===== src/rtl/uart_tx_frame.sv =====
// UART transmitter: one-entry holding register feeding a start/data/parity/stop
// shift FSM. LSB first, idle-high line, back-to-back frames with no idle gap.
// Ports:
//   clk, rst_n  - clock, asynchronous active-low reset
//   tx_data     - word to send, captured when tx_valid && tx_ready
//   tx_valid    - tx_data is valid
//   tx_ready    - holding register empty
//   tx          - serial line (idle high)
//   busy        - a frame is on the line (start through last stop)
//   frame_done  - one-cycle pulse in the final cycle of the last stop bit
module uart_tx_frame #(
  parameter int unsigned CLKS_PER_BIT = 5208,
  parameter int unsigned DATA_BITS    = 8,
  parameter int unsigned PARITY       = 0,
  parameter int unsigned STOP_BITS    = 1
) (
  input  logic                 clk,
  input  logic                 rst_n,
  input  logic [DATA_BITS-1:0] tx_data,
  input  logic                 tx_valid,
  output logic                 tx_ready,
  output logic                 tx,
  output logic                 busy,
  output logic                 frame_done
);

  localparam int unsigned BAUD_W = (CLKS_PER_BIT > 2) ? $clog2(CLKS_PER_BIT) : 1;
  localparam int unsigned BIT_W  = 4;

  localparam logic [BAUD_W-1:0] BAUD_LAST = BAUD_W'(CLKS_PER_BIT - 1);
  localparam logic [BAUD_W-1:0] BAUD_PRE  = BAUD_W'(CLKS_PER_BIT - 2);
  localparam logic [BIT_W-1:0]  DATA_LAST = BIT_W'(DATA_BITS - 1);
  localparam logic [BIT_W-1:0]  STOP_LAST = BIT_W'(STOP_BITS - 1);
  localparam logic              HAS_PAR   = (PARITY != 0);
  localparam logic              ODD_PAR   = (PARITY == 2);

  typedef enum logic [2:0] {
    S_IDLE,
    S_START,
    S_DATA,
    S_PARITY,
    S_STOP
  } state_t;

  state_t                state_q, state_d;
  logic [BAUD_W-1:0]     baud_q, baud_d;
  logic [BIT_W-1:0]      bit_q, bit_d;
  logic [DATA_BITS-1:0]  shift_q, shift_d;
  logic [DATA_BITS-1:0]  hold_q, hold_d;
  logic                  hold_full_q, hold_full_d;
  logic                  par_q, par_d;
  logic                  tx_q, tx_d;
  logic                  busy_q, busy_d;
  logic                  done_q, done_d;
  logic                  ready_q, ready_d;
  logic                  baud_end;
  logic                  load;

  // State and registered outputs
  always_ff @(posedge clk or negedge rst_n) begin
    if (!rst_n) begin
      state_q     <= S_IDLE;
      baud_q      <= '0;
      bit_q       <= '0;
      shift_q     <= '0;
      hold_q      <= '0;
      hold_full_q <= 1'b0;
      par_q       <= 1'b0;
      tx_q        <= 1'b1;
      busy_q      <= 1'b0;
      done_q      <= 1'b0;
      ready_q     <= 1'b1;
    end else begin
      state_q     <= state_d;
      baud_q      <= baud_d;
      bit_q       <= bit_d;
      shift_q     <= shift_d;
      hold_q      <= hold_d;
      hold_full_q <= hold_full_d;
      par_q       <= par_d;
      tx_q        <= tx_d;
      busy_q      <= busy_d;
      done_q      <= done_d;
      ready_q     <= ready_d;
    end
  end

  // Next state, holding register, and next values of the registered outputs
  always_comb begin
    state_d     = state_q;
    baud_d      = baud_q;
    bit_d       = bit_q;
    shift_d     = shift_q;
    hold_d      = hold_q;
    hold_full_d = hold_full_q;
    par_d       = par_q;
    done_d      = 1'b0;
    load        = 1'b0;
    tx_d        = 1'b1;
    baud_end    = (baud_q == BAUD_LAST);

    if (state_q != S_IDLE) begin
      baud_d = baud_end ? '0 : baud_q + BAUD_W'(1);
    end

    case (state_q)
      S_IDLE: begin
        if (hold_full_q) load = 1'b1;
      end
      S_START: begin
        if (baud_end) begin
          state_d = S_DATA;
          bit_d   = '0;
        end
      end
      S_DATA: begin
        if (baud_end) begin
          shift_d = shift_q >> 1;
          if (bit_q == DATA_LAST) begin
            bit_d   = '0;
            state_d = HAS_PAR ? S_PARITY : S_STOP;
          end else begin
            bit_d = bit_q + BIT_W'(1);
          end
        end
      end
      S_PARITY: begin
        if (baud_end) begin
          state_d = S_STOP;
          bit_d   = '0;
        end
      end
      S_STOP: begin
        // Raised one cycle early so the registered pulse lands on the last cycle
        if (bit_q == STOP_LAST && baud_q == BAUD_PRE) done_d = 1'b1;
        if (baud_end) begin
          if (bit_q == STOP_LAST) begin
            if (hold_full_q) load = 1'b1;
            else             state_d = S_IDLE;
          end else begin
            bit_d = bit_q + BIT_W'(1);
          end
        end
      end
      default: state_d = S_IDLE;
    endcase

    // Drain the holding register; parity is taken from the whole captured word
    if (load) begin
      state_d     = S_START;
      bit_d       = '0;
      shift_d     = hold_q;
      par_d       = (^hold_q) ^ ODD_PAR;
      hold_full_d = 1'b0;
    end

    // Accept only when empty, so it never coincides with a drain
    if (tx_valid && !hold_full_q) begin
      hold_d      = tx_data;
      hold_full_d = 1'b1;
    end

    case (state_d)
      S_START:  tx_d = 1'b0;
      S_DATA:   tx_d = shift_d[0];
      S_PARITY: tx_d = par_d;
      default:  tx_d = 1'b1;
    endcase

    busy_d  = (state_d != S_IDLE);
    ready_d = !hold_full_d;
  end

  assign tx         = tx_q;
  assign busy       = busy_q;
  assign frame_done = done_q;
  assign tx_ready   = ready_q;

endmodule

===== config.mk =====
export PLATFORM = sky130hd
export DESIGN_NAME = uart_tx_frame
export DESIGN_NICKNAME = d
export VERILOG_FILES = /design/src/rtl/uart_tx_frame.sv
export SDC_FILE = /design/constraint.sdc
export NUM_CORES = 1
export LEC_CHECK = 0
export CAP_MARGIN = 20
export CELL_PAD_IN_SITES_DETAIL_PLACEMENT = 2
export CELL_PAD_IN_SITES_GLOBAL_PLACEMENT = 2
export CORE_UTILIZATION = 36
export CTS_BUF_LIST = sky130_fd_sc_hd__clkbuf_2 sky130_fd_sc_hd__clkbuf_4 sky130_fd_sc_hd__clkbuf_8
export DETAILED_ROUTE_END_ITERATION = 10
export PLACE_DENSITY_LB_ADDON = 0.1
export SETUP_SLACK_MARGIN = 0.15
export SLEW_MARGIN = 20
export SYNTH_ARGS = -nofsm -noshare
export SYNTH_HDL_FRONTEND = slang
export SYNTH_SLANG_ARGS = --single-unit

===== constraint.sdc =====
create_clock -name clk -period 1.76 [get_ports clk]
set_clock_uncertainty 0.1 [all_clocks]
set_input_delay 0.44 -clock clk [delete_from_list [all_inputs] [get_ports clk]]
set_output_delay 0.44 -clock clk [all_outputs]
set_load 0.005 [all_outputs]

; Word level (Yosys, flattened, before mapping)
; Cells that the tools add are included.
[word_totals]
ff_bits = 42
output_inout_bits = 4
input_bits = 11
elab_cells = 73
[op_classes]
n_mux = 30
reduce_logical = 15
n_addsub = 2
n_eq_ne = 14
[op_table]
columns = op, count
row1 = "13-bit == test, second input constant", 2
row2 = 3-bit two-way mux, 8
row3 = 4-bit two-way mux, 6
row4 = 8-bit two-way mux, 3
row5 = 3-bit one-hot mux with 5 select lines, 1
row6 = "13-bit by 1-bit adder with 13-bit output, second input constant", 1
row7 = 13-bit two-way mux, 1
row8 = "3-bit by 2-bit == test with 1-bit output, second input constant", 4
row9 = 4-bit one-hot mux with 3 select lines, 1
row10 = "3-bit inequality test, second input constant", 3
row11 = 1-bit two-way mux, 8
row12 = 8-bit parity, 1
row13 = "3-bit by 1-bit == test with 1-bit output, second input constant", 2
row14 = 3-bit nonzero test, 2
row15 = 5-bit AND reduction, 1
row16 = "4-bit by 1-bit adder with 4-bit output, second input constant", 1
row17 = "4-bit by 3-bit == test with 1-bit output, second input constant", 1
row18 = 4-bit logical NOT, 1
row19 = 2-bit nonzero test, 2
row20 = 4-bit nonzero test, 1
row21 = "3-bit == test, second input constant", 1
row22 = 3-bit logical NOT, 1
row23 = "3-bit by 1-bit inequality test with 1-bit output, second input constant", 1
row24 = 1-bit one-hot mux with 3 select lines, 1
row25 = other kinds (5), 7

; Depth between registers and ports, before layout
; Gate-level depths: netlist of the first run.
[logic_depth]
word_depth = 7
depth_mapped = 8
ltp_nobuf = 8

; Least setup slack after synthesis of the first run
; Ideal clock, no wire load.
[synth_timing]
kind = flip-flop to flip-flop
from = register baud_q[0]
to = register tx_q (netlist: tx)
setup_ns = 0.087
n_path_buf = 0
required_ns = 1.573
path_stages_with_launch = 8
t_arrival_ns = 1.755
path_slack_ns = -0.182
period_less_slack_ns = 1.942
path_cell_list = dfrtp_1 -> ha_1 -> and4bb_2 -> nand4_4 -> nor3_4 -> mux2i_1 -> nor2b_1 -> o22ai_1
[synth_between]
elab_chain_len = 6
elab_cells_between_ends = 17
classes_between = eq/ne (4) / mux (13)
[synth_lines]
columns = element, line_no
row1 = start: declaration, 46  ; logic [BAUD_W-1:0] baud_q, baud_d;
row2 = start signal: assignment, 75  ; baud_q <= baud_d;
row3 = 13-bit == test *, 100  ; baud_end = (baud_q == BAUD_LAST);
row4 = 3-bit two-way mux (tied with other cells), 136  ; if (baud_end) begin
row5 = 3-bit one-hot mux with 5 select lines / 1-bit one-hot mux with 2 select lines (equally long branches), 106  ; case (state_q)
row6 = 3-bit two-way mux, 149  ; if (load) begin
row7 = 3-bit by 2-bit == test with 1-bit output / 3-bit by 1-bit == test with 1-bit output (equally long branches), 163  ; case (state_d)
row8 = 1-bit one-hot mux with 3 select lines *, 163
row9 = named net tx_d, 52  ; logic tx_q, tx_d;
row10 = end signal: assignment, 81  ; tx_q <= tx_d;
row11 = end: declaration, 52
; The timed path passes the listed nets; every way through them passes the cells marked *. The select of a mux whose other input is x is not followed.
; A chain may end at the register's enable or synchronous reset.

; Worst setup path in the final report of the first run
[layout_timing]
from = register baud_q[1]
to = register shift_q[0]
[layout_between]
elab_chain_len = 4
elab_cells_between_ends = 6
classes_between = eq/ne (1) / mux (5)
[layout_lines]
columns = element, line_no
row1 = 13-bit == test *, 100
row2 = 1-bit two-way mux / 8-bit two-way mux (equally long branches), "136, 117"
row3 = 1-bit one-hot mux with 2 select lines / 8-bit two-way mux (equally long branches), 106
row4 = 8-bit two-way mux *, 149
row5 = named net shift_d[0], 48  ; logic [DATA_BITS-1:0] shift_q, shift_d;
row6 = end signal: assignment, 77  ; shift_q <= shift_d;
row7 = end: declaration, 48
; Marked as above.

==> flow_summary_export.csv, run 1 <==
group,metric,value,unit
worst_setup_path,r2r_end,"shift_q[0]",
cells_and_area,n_antenna_cell,0,
floorplan,core_area,5574,µm²
worst_setup_path,reg2reg_depth,7,
sta,final_max_slew_viol_count,0,
sta,setup_ws,-0.4278,ns
global_routing,grt_usage,29.28,%
synth,ys_seq_elements,42,
synth,synth_edf_count,0,
power,power_leakage,1.476,nW
floorplan,fp.dieW,78.55,µm
route,wl_per_cell,29.52,µm
power,total_power,0.004317,W
route,viasPerCell,5.809,
worst_setup_path,critical_path.slowest_cell,"dfrtp_1",
worst_hold_path,hp-class,"in -> async",
status,status,"finished with violations",
synth,netlist_instances,205,
synth,synth.largest_area_cell,"dfrtp_1",
sta,finalHoldViolCount,0,
sta,finalSetupViolations,26,
cells_and_area,drive_above_1_share,47.89,%
run,drv_cap,0,
place,numPortBuffers,14,
cells_and_area,final_common_cell,"buf_4",
clock_tree,cts_tree,"yes",
sta,slew_headroom,70.80,%
place,post-place-ws,-0.2104,ns
floorplan,start_util,37.85,%
worst_setup_path,cp.arrival,2.30,ns
cells_and_area,nFillCells,542,
worst_setup_path,reg2reg_slack,-0.43,ns
cells_and_area,final_cell_mix,"buf_4 (45), dfrtp_1 (40), nand2_1 (24), buf_6 (16), clkdlybuf4s50_1 (9)",
synth,synth_nets,220,
worst_setup_path,end_kind,"flip-flop",
clock_tree,clk_latency,0.32,ns
sta,fmax,457.1,MHz
clock_tree,clk_pin_slew,0.10,ns
power,irDropWorstVdd,0.0007288,V
synth,ys.warnings.count,0,
synth,syn-cell-area,2110,µm²
place,gp_congestion,0.8054,
worst_setup_path,crit_fanout,9,
synth,synthTopCellsByArea,"dfrtp_1 (47%), nand2_1 (5.2%), mux2_2 (4.3%)",
route,vias,2068,
place,dp_hpwl,4853,µm
global_routing,grt.overflow.total,0,
route,routed_wl,10510,µm
clock_tree,cts.path.max_buffers,2,
clock_tree,clock_tree.htree_level_count,2,
clock_tree,numCtsBuffers,5,
worst_setup_path,crit_chain,"ha_4, and4bb_2, nand4_4, buf_4, o21ai_4, buf_6, mux2i_1",
synth,synth_flop_cell,"dfrtp_1",
global_routing,grt_pass1_wl,12940,µm
synth,synth_top_area_share,47.45,%
synth,ys_async_sr_fraction,100.0,%
route,ant_nets,0,
clock_tree,cts.sinks,42,
clock_tree,root_buffer,"clkbuf_8",
sta,min_period,2.188,ns
synth,yosysUniqueCellTypes,43,
worst_setup_path,crit_type,"reg -> reg",
route,dr.pass1.iters,4,
worst_setup_path,cp_top_family,"simple AND/OR/NAND/NOR gates",
cells_and_area,finalNonFillerCells,356,
sta,period_share,124.3,%
synth,synth_area_per_cell,10.29,µm²
status,violations,"setup timing",
worst_setup_path,critical-path-max-stage-delay,0.43,ns
worst_setup_path,path_buf_inv,2,
global_routing,grt_pass1_vias,2185,
cells_and_area,nets,298,
floorplan,die_h,78.55,µm
power,p_per_area,1328,nW/µm²
synth,ys_seq_area_share,49.94,%
global_routing,antenna_found_initial,0,
floorplan,rows,27,
route,drt_iter0_markers,129,
worst_setup_path,start_kind,"flip-flop",
cells_and_area,area_growth,54.15,%
floorplan,die_area,6170,µm²
global_routing,grt_max_degree,22,
sta,rsz0062_at_grt,"true",
worst_setup_path,crit_required,1.88,ns
sta,worst_pin_slew,0.4333,ns
place,dp_cells,323,
route,drc_errors,0,
worst_setup_path,r2r-start,"baud_q[1]",
floorplan,io_pins,15,
==> worst max path at each step <==
stage | start | to | slack, ns | depth (start not counted)
after floorplan | baud_q[0] | tx | -0.17 | 7
after global placement | baud_q[5] | hold_full_q | -0.11 | 6
after detailed placement | bit_q[0] | shift_q[1] | -0.21 | 8
after CTS | baud_q[0] | tx | -0.14 | 8
after global routing | baud_q[0] | tx | -0.45 | 7
final | baud_q[1] | shift_q[0] | -0.43 | 7
==> state kept, by name, summed over array words and instances, names as in the netlist <==
signal	cells
hold_q	8
baud_q	13
frame_done	1
shift_q	8
state_q	3
par_q	1
busy	1
bit_q	4
tx_ready	1
tx	1
hold_full_q	1
==> cells in the mapped netlist, types with 4 or more instances <==
cell type and instances:
dfrtp_1 40, ha_1 4, o21ai_0 9, nand2_1 29, nand2b_1 4, mux2_2 8, nor2_1 11, a22oi_1 8
and3_1 5, xor2_1 5, nand3_1 10, inv_1 7, nor2b_1 4, buf_2 5, a21oi_1 5, xnor2_1 10
==> per-stage QoR <==
step	util [%]	hold WS (ns)	TNS, ns	cell area [µm²]
global route	58.34	0.3863	-7.594	3252
detailed placement	47.16	0.1879	-3.078	2629
global placement	47.16	0.1832	-0.7957	2629
finish	58.34	0.3730	-6.586	3252
CTS	53.87	0.3884	-1.243	3003
floorplan	-	0.04441	-1.297	2150
==> cell families after synthesis <==
family,count (synthesis),share of synthesized area [%]
adder cells (fa/ha/maj),4,2.373
AO/OA/AOI/OAI,36,11.21
buffers and inverters,13,2.610
XOR/XNOR,15,6.227
multiplexers,11,5.694
flip-flops,42,49.94
AND/OR/NAND/NOR,84,21.95
==> area by class of cell <==
type / count / area [µm²] / share of cell area (%)
tap: 72 / 90.09 / 2.770
clock inverter: 3 / 23.77 / 0.7311
multi-input combinational: 150 / 1314 / 40.40
clock buffer: 5 / 68.82 / 2.116
inverter: 7 / 26.28 / 0.8080
sequential: 42 / 1054 / 32.40
timing repair buffer: 77 / 675.6 / 20.78
==> where the power goes <==
group          switching (W)  internal [W]
clock               0.000413      0.000285
sequential          0.000334       0.00128
combinational        0.00106      0.000950
total                0.00181       0.00251
==> metal layers <==
layer	share of wire (%)	global-route usage, %	up-vias	routed length [µm]
met5	0	0	-	0
li1	-	-	871	-
met3	4.1	4.884	32	432
met1	40	35.22	1089	4242
met2	52	53.22	76	5438
met4	3.8	8.148	0	395
==> repair_timing <==
| action | in CTS | in global routing |
|---|---|---|
| setup buffers | 13 | 11 |
| pin swaps | 39 | 16 |
| setup endpoints to repair | 35 | 33 |
| endpoints found under the hold margin | 4 | 0 |
| hold buffers | 1 | 0 |
| resized for setup | 56 | 33 |
Power figures use the tool's default switching activity.
==> run 2, diff against run 1 <==
--- a/config.mk
+++ b/config.mk
@@ -8,7 +8,7 @@
 export CAP_MARGIN = 20
 export CELL_PAD_IN_SITES_DETAIL_PLACEMENT = 2
 export CELL_PAD_IN_SITES_GLOBAL_PLACEMENT = 2
-export CORE_UTILIZATION = 36
+export CORE_UTILIZATION = 35
 export CTS_BUF_LIST = sky130_fd_sc_hd__clkbuf_2 sky130_fd_sc_hd__clkbuf_4 sky130_fd_sc_hd__clkbuf_8
 export DETAILED_ROUTE_END_ITERATION = 10
 export PLACE_DENSITY_LB_ADDON = 0.1
==> flow_summary_export.csv, run 2 (synthesis results as in run 1) <==
group,metric,value,unit
sta,finalHoldViolCount,9,
cells_and_area,top_register,"baud_q",
sta,fmax,494.3,MHz
power,p_per_area,1259,nW/µm²
cells_and_area,area_growth,61.03,%
cells_and_area,largest_register_ffs,13,
status,violations,"hold timing, setup timing",
cells_and_area,nFillCells,526,
sta,min_period,2.023,ns
run,drv_cap,0,
floorplan,core_area,5642,µm²
cells_and_area,top_regs,"baud_q: 13 flops, hold_q: 8 flops, shift_q: 8 flops",
clock_tree,clock_tree.htree_level_count,2,
clock_tree,root_buffer,"clkbuf_8",
clock_tree,cts.sinks,42,
power,power_frac_clock,16.4,%
cells_and_area,finalInstanceArea,3397,µm²
global_routing,met3_usage,4.571,%
sta,rsz0062_at_grt,"true",
clock_tree,clk_latency,0.31,ns
worst_setup_path,start_kind,"flip-flop",
global_routing,grt.overflow.total,0,
route,wl_per_cell,27.47,µm
floorplan,rows,27,
route,ant_nets,0,
power,intPower,0.002539,W
global_routing,gr-max-usage-layer,"met2",
power,power_switching,0.001738,W
sta,period_share,114.9,%
place,gp_congestion,0.8267,
floorplan,fp.dieW,79.64,µm
clock_tree,numCtsBuffers,5,
worst_setup_path,crit_fanout,3,
route,dr.pass1.iters,4,
route,drt_iter0_markers,87,
floorplan,die_h,79.64,µm
power,total_power,0.004277,W
place,dp_hpwl,4483,µm
sta,slew_headroom,69.89,%
route,drc_errors,0,
power,pwr-share-comb,46.1,%
floorplan,die_area,6342,µm²
route,routed_wl,9863,µm
power,power_leakage,1.540,nW
worst_setup_path,cp.arrival,2.16,ns
sta,finalSetupViolations,25,
clock_tree,holdBufCountCts,0,
place,numPortBuffers,14,
sta,worst_pin_slew,0.4482,ns
global_routing,grt_usage,26.66,%
floorplan,io_pins,15,
global_routing,antenna_found_initial,0,
cells_and_area,nets,301,
cells_and_area,final_cell_mix,"buf_4 (42), dfrtp_1 (40), nand2_1 (23), buf_6 (19), clkdlybuf4s50_1 (9)",
power,irDropWorstVdd,0.0007809,V
route,viasPerCell,5.448,
cells_and_area,final_common_cell,"buf_4",
sta,final_max_slew_viol_count,0,
worst_setup_path,crit_required,1.89,ns
cells_and_area,finalCoreUtilization,60.21,%
worst_setup_path,end_kind,"flip-flop",
place,place_area,2636,µm²
clock_tree,cts.path.max_buffers,2,
floorplan,start_util,37.39,%
status,status,"finished with violations",
cells_and_area,finalNonFillerCells,359,
power,p_sw_share,40.64,%
worst_setup_path,crit_type,"reg -> reg",
global_routing,use_met1,31.96,%
power,p_seq_share,37.5,%
clock_tree,cts_tree,"yes",
worst_hold_path,hp-class,"in -> async",
cells_and_area,drive_above_1_share,51.57,%
sta,hold_ws,-0.01412,ns
global_routing,grt_pass1_wl,12390,µm
place,dp_cells,324,
route,vias,1956,
sta,setup_ws,-0.2629,ns
global_routing,grt_util_met2,48.21,%
cells_and_area,n_antenna_cell,0,
clock_tree,clk_pin_slew,0.09,ns
global_routing,grt_pass1_vias,2223,
global_routing,grt_max_degree,43,
-- run 2: area by class of cell --
class	instances	area, µm²	area share, %
Clock buffer	6	82.58	2.431
Timing Repair Buffer	80	732.0	21.55
Sequential cell	42	1054	31.01
Multi-Input combinational cell	150	1400	41.22
Inverter	7	26.28	0.7735
Tap cell	72	90.09	2.652
Clock inverter	2	12.51	0.3683
-- run 2: path summary, 6_finish.rpt --
| kind | start | to | slack (ns) | cells after the start |
|---|---|---|---|---|
| max in group asynchronous | rst_n | tx | 1.30 | 2 |
| worst max-delay path | baud_q[5] | tx | -0.26 | 7 |
| worst min-delay path | rst_n | baud_q[0] | -0.01 | 2 |
| worst max register to register | baud_q[5] | tx | -0.26 | 7 |
| min in group clk | shift_q[6] | shift_q[6] | 0.42 | 2 |
| worst min register to register | shift_q[6] | shift_q[6] | 0.42 | 2 |
-- run 2: layer usage --
layer | vias up | wire length [µm] | part of all wire, %
met1 | 1007 | 4136 | 42
met5 | - | 0 | 0
met3 | 14 | 327 | 3.3
met4 | 0 | 224 | 2.3
met2 | 54 | 5174 | 52
li1 | 881 | - | -
-- run 2: worst max-delay path, stage by stage (launching register included) --
cell	delay [ns]
dfrtp_1	0.43
and4bb_2	0.36
buf_6	0.13
nand4_4	0.12
nor3_4	0.21
mux2i_1	0.30
nor2b_1	0.20
o22ai_1	0.10
-- run 2: power groups by stage --
stage	sequential, W	combinational (W)	clock (W)
finish	0.00161	0.00197	0.000701
global route	0.00163	0.00206	0.000752
CTS	0.00151	0.00148	0.000692
detailed placement	0.00152	0.00133	0
global placement	0.00149	0.00126	0
floorplan	0.00149	0.000808	0
-- run 2: what timing repair did --
action                     in CTS  in global routing
gates cloned                    1                  1
setup endpoints to repair      33                 34
gates resized for setup        56                 57
buffers inserted                9                 16
pin swaps                      16                 30
-- run 2: metrics by stage --
| stage | hold slack, ns | TNS (ns) | worst slack [ns] |
|---|---|---|---|
| finish | -0.01412 | -3.649 | -0.2629 |
| global route | 0.005932 | -4.809 | -0.3191 |
| CTS | 0.007924 | -0.8982 | -0.07646 |
| detailed placement | 0.3371 | -3.049 | -0.2847 |
| global placement | 0.3314 | -0.9462 | -0.2678 |
| floorplan | 0.04441 | -1.297 | -0.1712 |
==> RTL edit (flow settings as in run 2) <==
Register the output `tx` once more; this adds one clock of latency there. The other outputs are not delayed to match.
--- a/src/rtl/uart_tx_frame.sv
+++ b/src/rtl/uart_tx_frame.sv
@@ -173,3 +173,5 @@
 
-  assign tx         = tx_q;
+  always_ff @(posedge clk) begin
+    tx <= tx_q;
+  end
   assign busy       = busy_q;
Behaviour: not the same (Yosys sat finds a counterexample within 4 cycles, from zero or initial values and one cycle with rst_n low).
==> RTL edit against run 2 <==
- synthesized area rose by 0.95%
- the run ends with negative setup slack left
- critical path depth did not move
- via count rose by 2.4%
- power rose by 4.4%
- setup slack got worse by 10 ps
- wire length fell by 2.8%
- largest cell class unchanged
- critical endpoint is now busy$_DFF_PN0_
- final cell count rose by 0.84%
- sequential cell count rose by 1
- count of clock-buffer cells in the layout fell by 1
- cell area did not move
- fmax fell by 0.52%
- largest power group unchanged
==> RTL edit: results (changes against run 2) <==
Detailed routing
The average vias per placed instance is 5.53 (+1.5%). The per-cell routed wire length is 26.5 um (-3.6%). The routed wire length on met3 is 291 um (-11%).

The wire length after detailed routing is 9.58 mm (-2.8%). The wire length on met1 is 3.69 mm (-11%).

Clock network
The number of resized instances in the post-cts repair step was 43 (-23%). The total of hold buffers inserted after clock tree synthesis is 1 (+1). The post-CTS setup buffer count is 6 (-3).

Timing
The transition time of the tightest slew-check pin is 443 ps (-5.20 ps). The hold violation count in the final report was 0 (-9). The final critical-path setup slack came to -273 ps (-10.5 ps). The worst hold slack is 307 ps (+321 ps). The final-report setup violation count is 21 (-16%). The setup TNS is -3270 ps (+378 ps).

Global route
The largest net degree at the start of global routing was 27 (-37%). The initial antenna violation count is 0 (unchanged). The first-pass GRT wire length was 11.5 mm (-7.5%).

The met1 track demand over resource is 0.301 (-0.0182). The via count of the first global-routing pass is 2105 (-5.3%).

Synth
The proportion of synthesized flip-flops having asynchronous set or reset was 0.977 (-0.0233). The synthesized netlist cell count is 206 (+0.49%). The number of different library cells in the post-synthesis netlist is 44 (+2.3%). The net count of the mapped netlist came to 221 (+0.45%). Sorting the synthesized cells by area gives the leading types as sky130_fd_sc_hd__dfrtp_1 (47%), sky130_fd_sc_hd__nand2_1 (5.1%), sky130_fd_sc_hd__mux2_2 (4.2%).

The share of the yosys chip area belonging to registers was 0.504 (+0.00471).

Cells and area
The fraction of layout cells with a size suffix above 1 is 0.519 (+0.00348).

Place
The half-perimeter wire length of the detailed placement result is 4.93 mm (+9.9%). The final weighted congestion of routability-driven global placement is 0.795 (-3.9%). The standard cell area after detailed placement is 2670 um^2 (+1.2%). The post-place setup slack is -243 ps (+41.8 ps).

Outcome
The checks that failed: negative setup slack. The flow ran to the end, but the final reports show violations.

Critical path
The peak fanout along the critical path is 6 (+3).

Power
The maximum resistive drop on vdd is 0.893 mV (+14%). The leakage power is 0.00153 uW (-0.60%).

Hold path
The tightest min-delay check is of the flip-flop to flip-flop type.
[RTL edit: where the power goes]
group	switching [uW]	total, uW	leakage, uW	internal (uW)
Sequential	320	1620	0.000533	1300
Clock	391	958	0.0000644	567
Combinational	1000	1880	0.000934	879
[RTL edit: final timing paths]
kind | endpoint | cells past startpoint | start
max | busy$_DFF_PN0_ | 7 | baud_q[0]$_DFFE_PN0P_
min | tx$_DFF_P_ | 0 | tx_q$_DFF_PN1_
max reg2reg | busy$_DFF_PN0_ | 7 | baud_q[0]$_DFFE_PN0P_
min reg2reg | tx$_DFF_P_ | 0 | tx_q$_DFF_PN1_
max in group asynchronous | tx_q$_DFF_PN1_ | 3 | rst_n
min in group asynchronous | baud_q[1]$_DFFE_PN0P_ | 2 | rst_n
[RTL edit: cell families (layout without fill, tap and decap cells)]
kind of cell,count (synthesis),after routing,synth area share
simple gates,84,84,0.217
compound gates,36,36,0.111
buf+inv,13,94,0.0259
fa+ha+maj,4,4,0.0235
mux,11,11,0.0564
xor+xnor,15,15,0.0617
flops,43,43,0.504
[RTL edit: area by class of cell]
cell class,instances,area [um^2],area share
multi-input combinational,150,1350,0.396
sequential,43,1070,0.316
timing repair buffer,79,722,0.213
tap,75,93.8,0.0276
clock buffer,5,68.8,0.0203
clock inverter,3,67.6,0.0199
inverter,7,26.3,0.00773
[RTL edit: worst max-delay path, stage by stage, from the launching register on]
cell and delay [ps]:
sky130_fd_sc_hd__dfrtp_1 390, sky130_fd_sc_hd__ha_2 200, sky130_fd_sc_hd__and4bb_2 270, sky130_fd_sc_hd__nand4_4 180, sky130_fd_sc_hd__buf_4 230, sky130_fd_sc_hd__o21a_1 240
sky130_fd_sc_hd__o21ai_1 200, sky130_fd_sc_hd__nand2_1 110
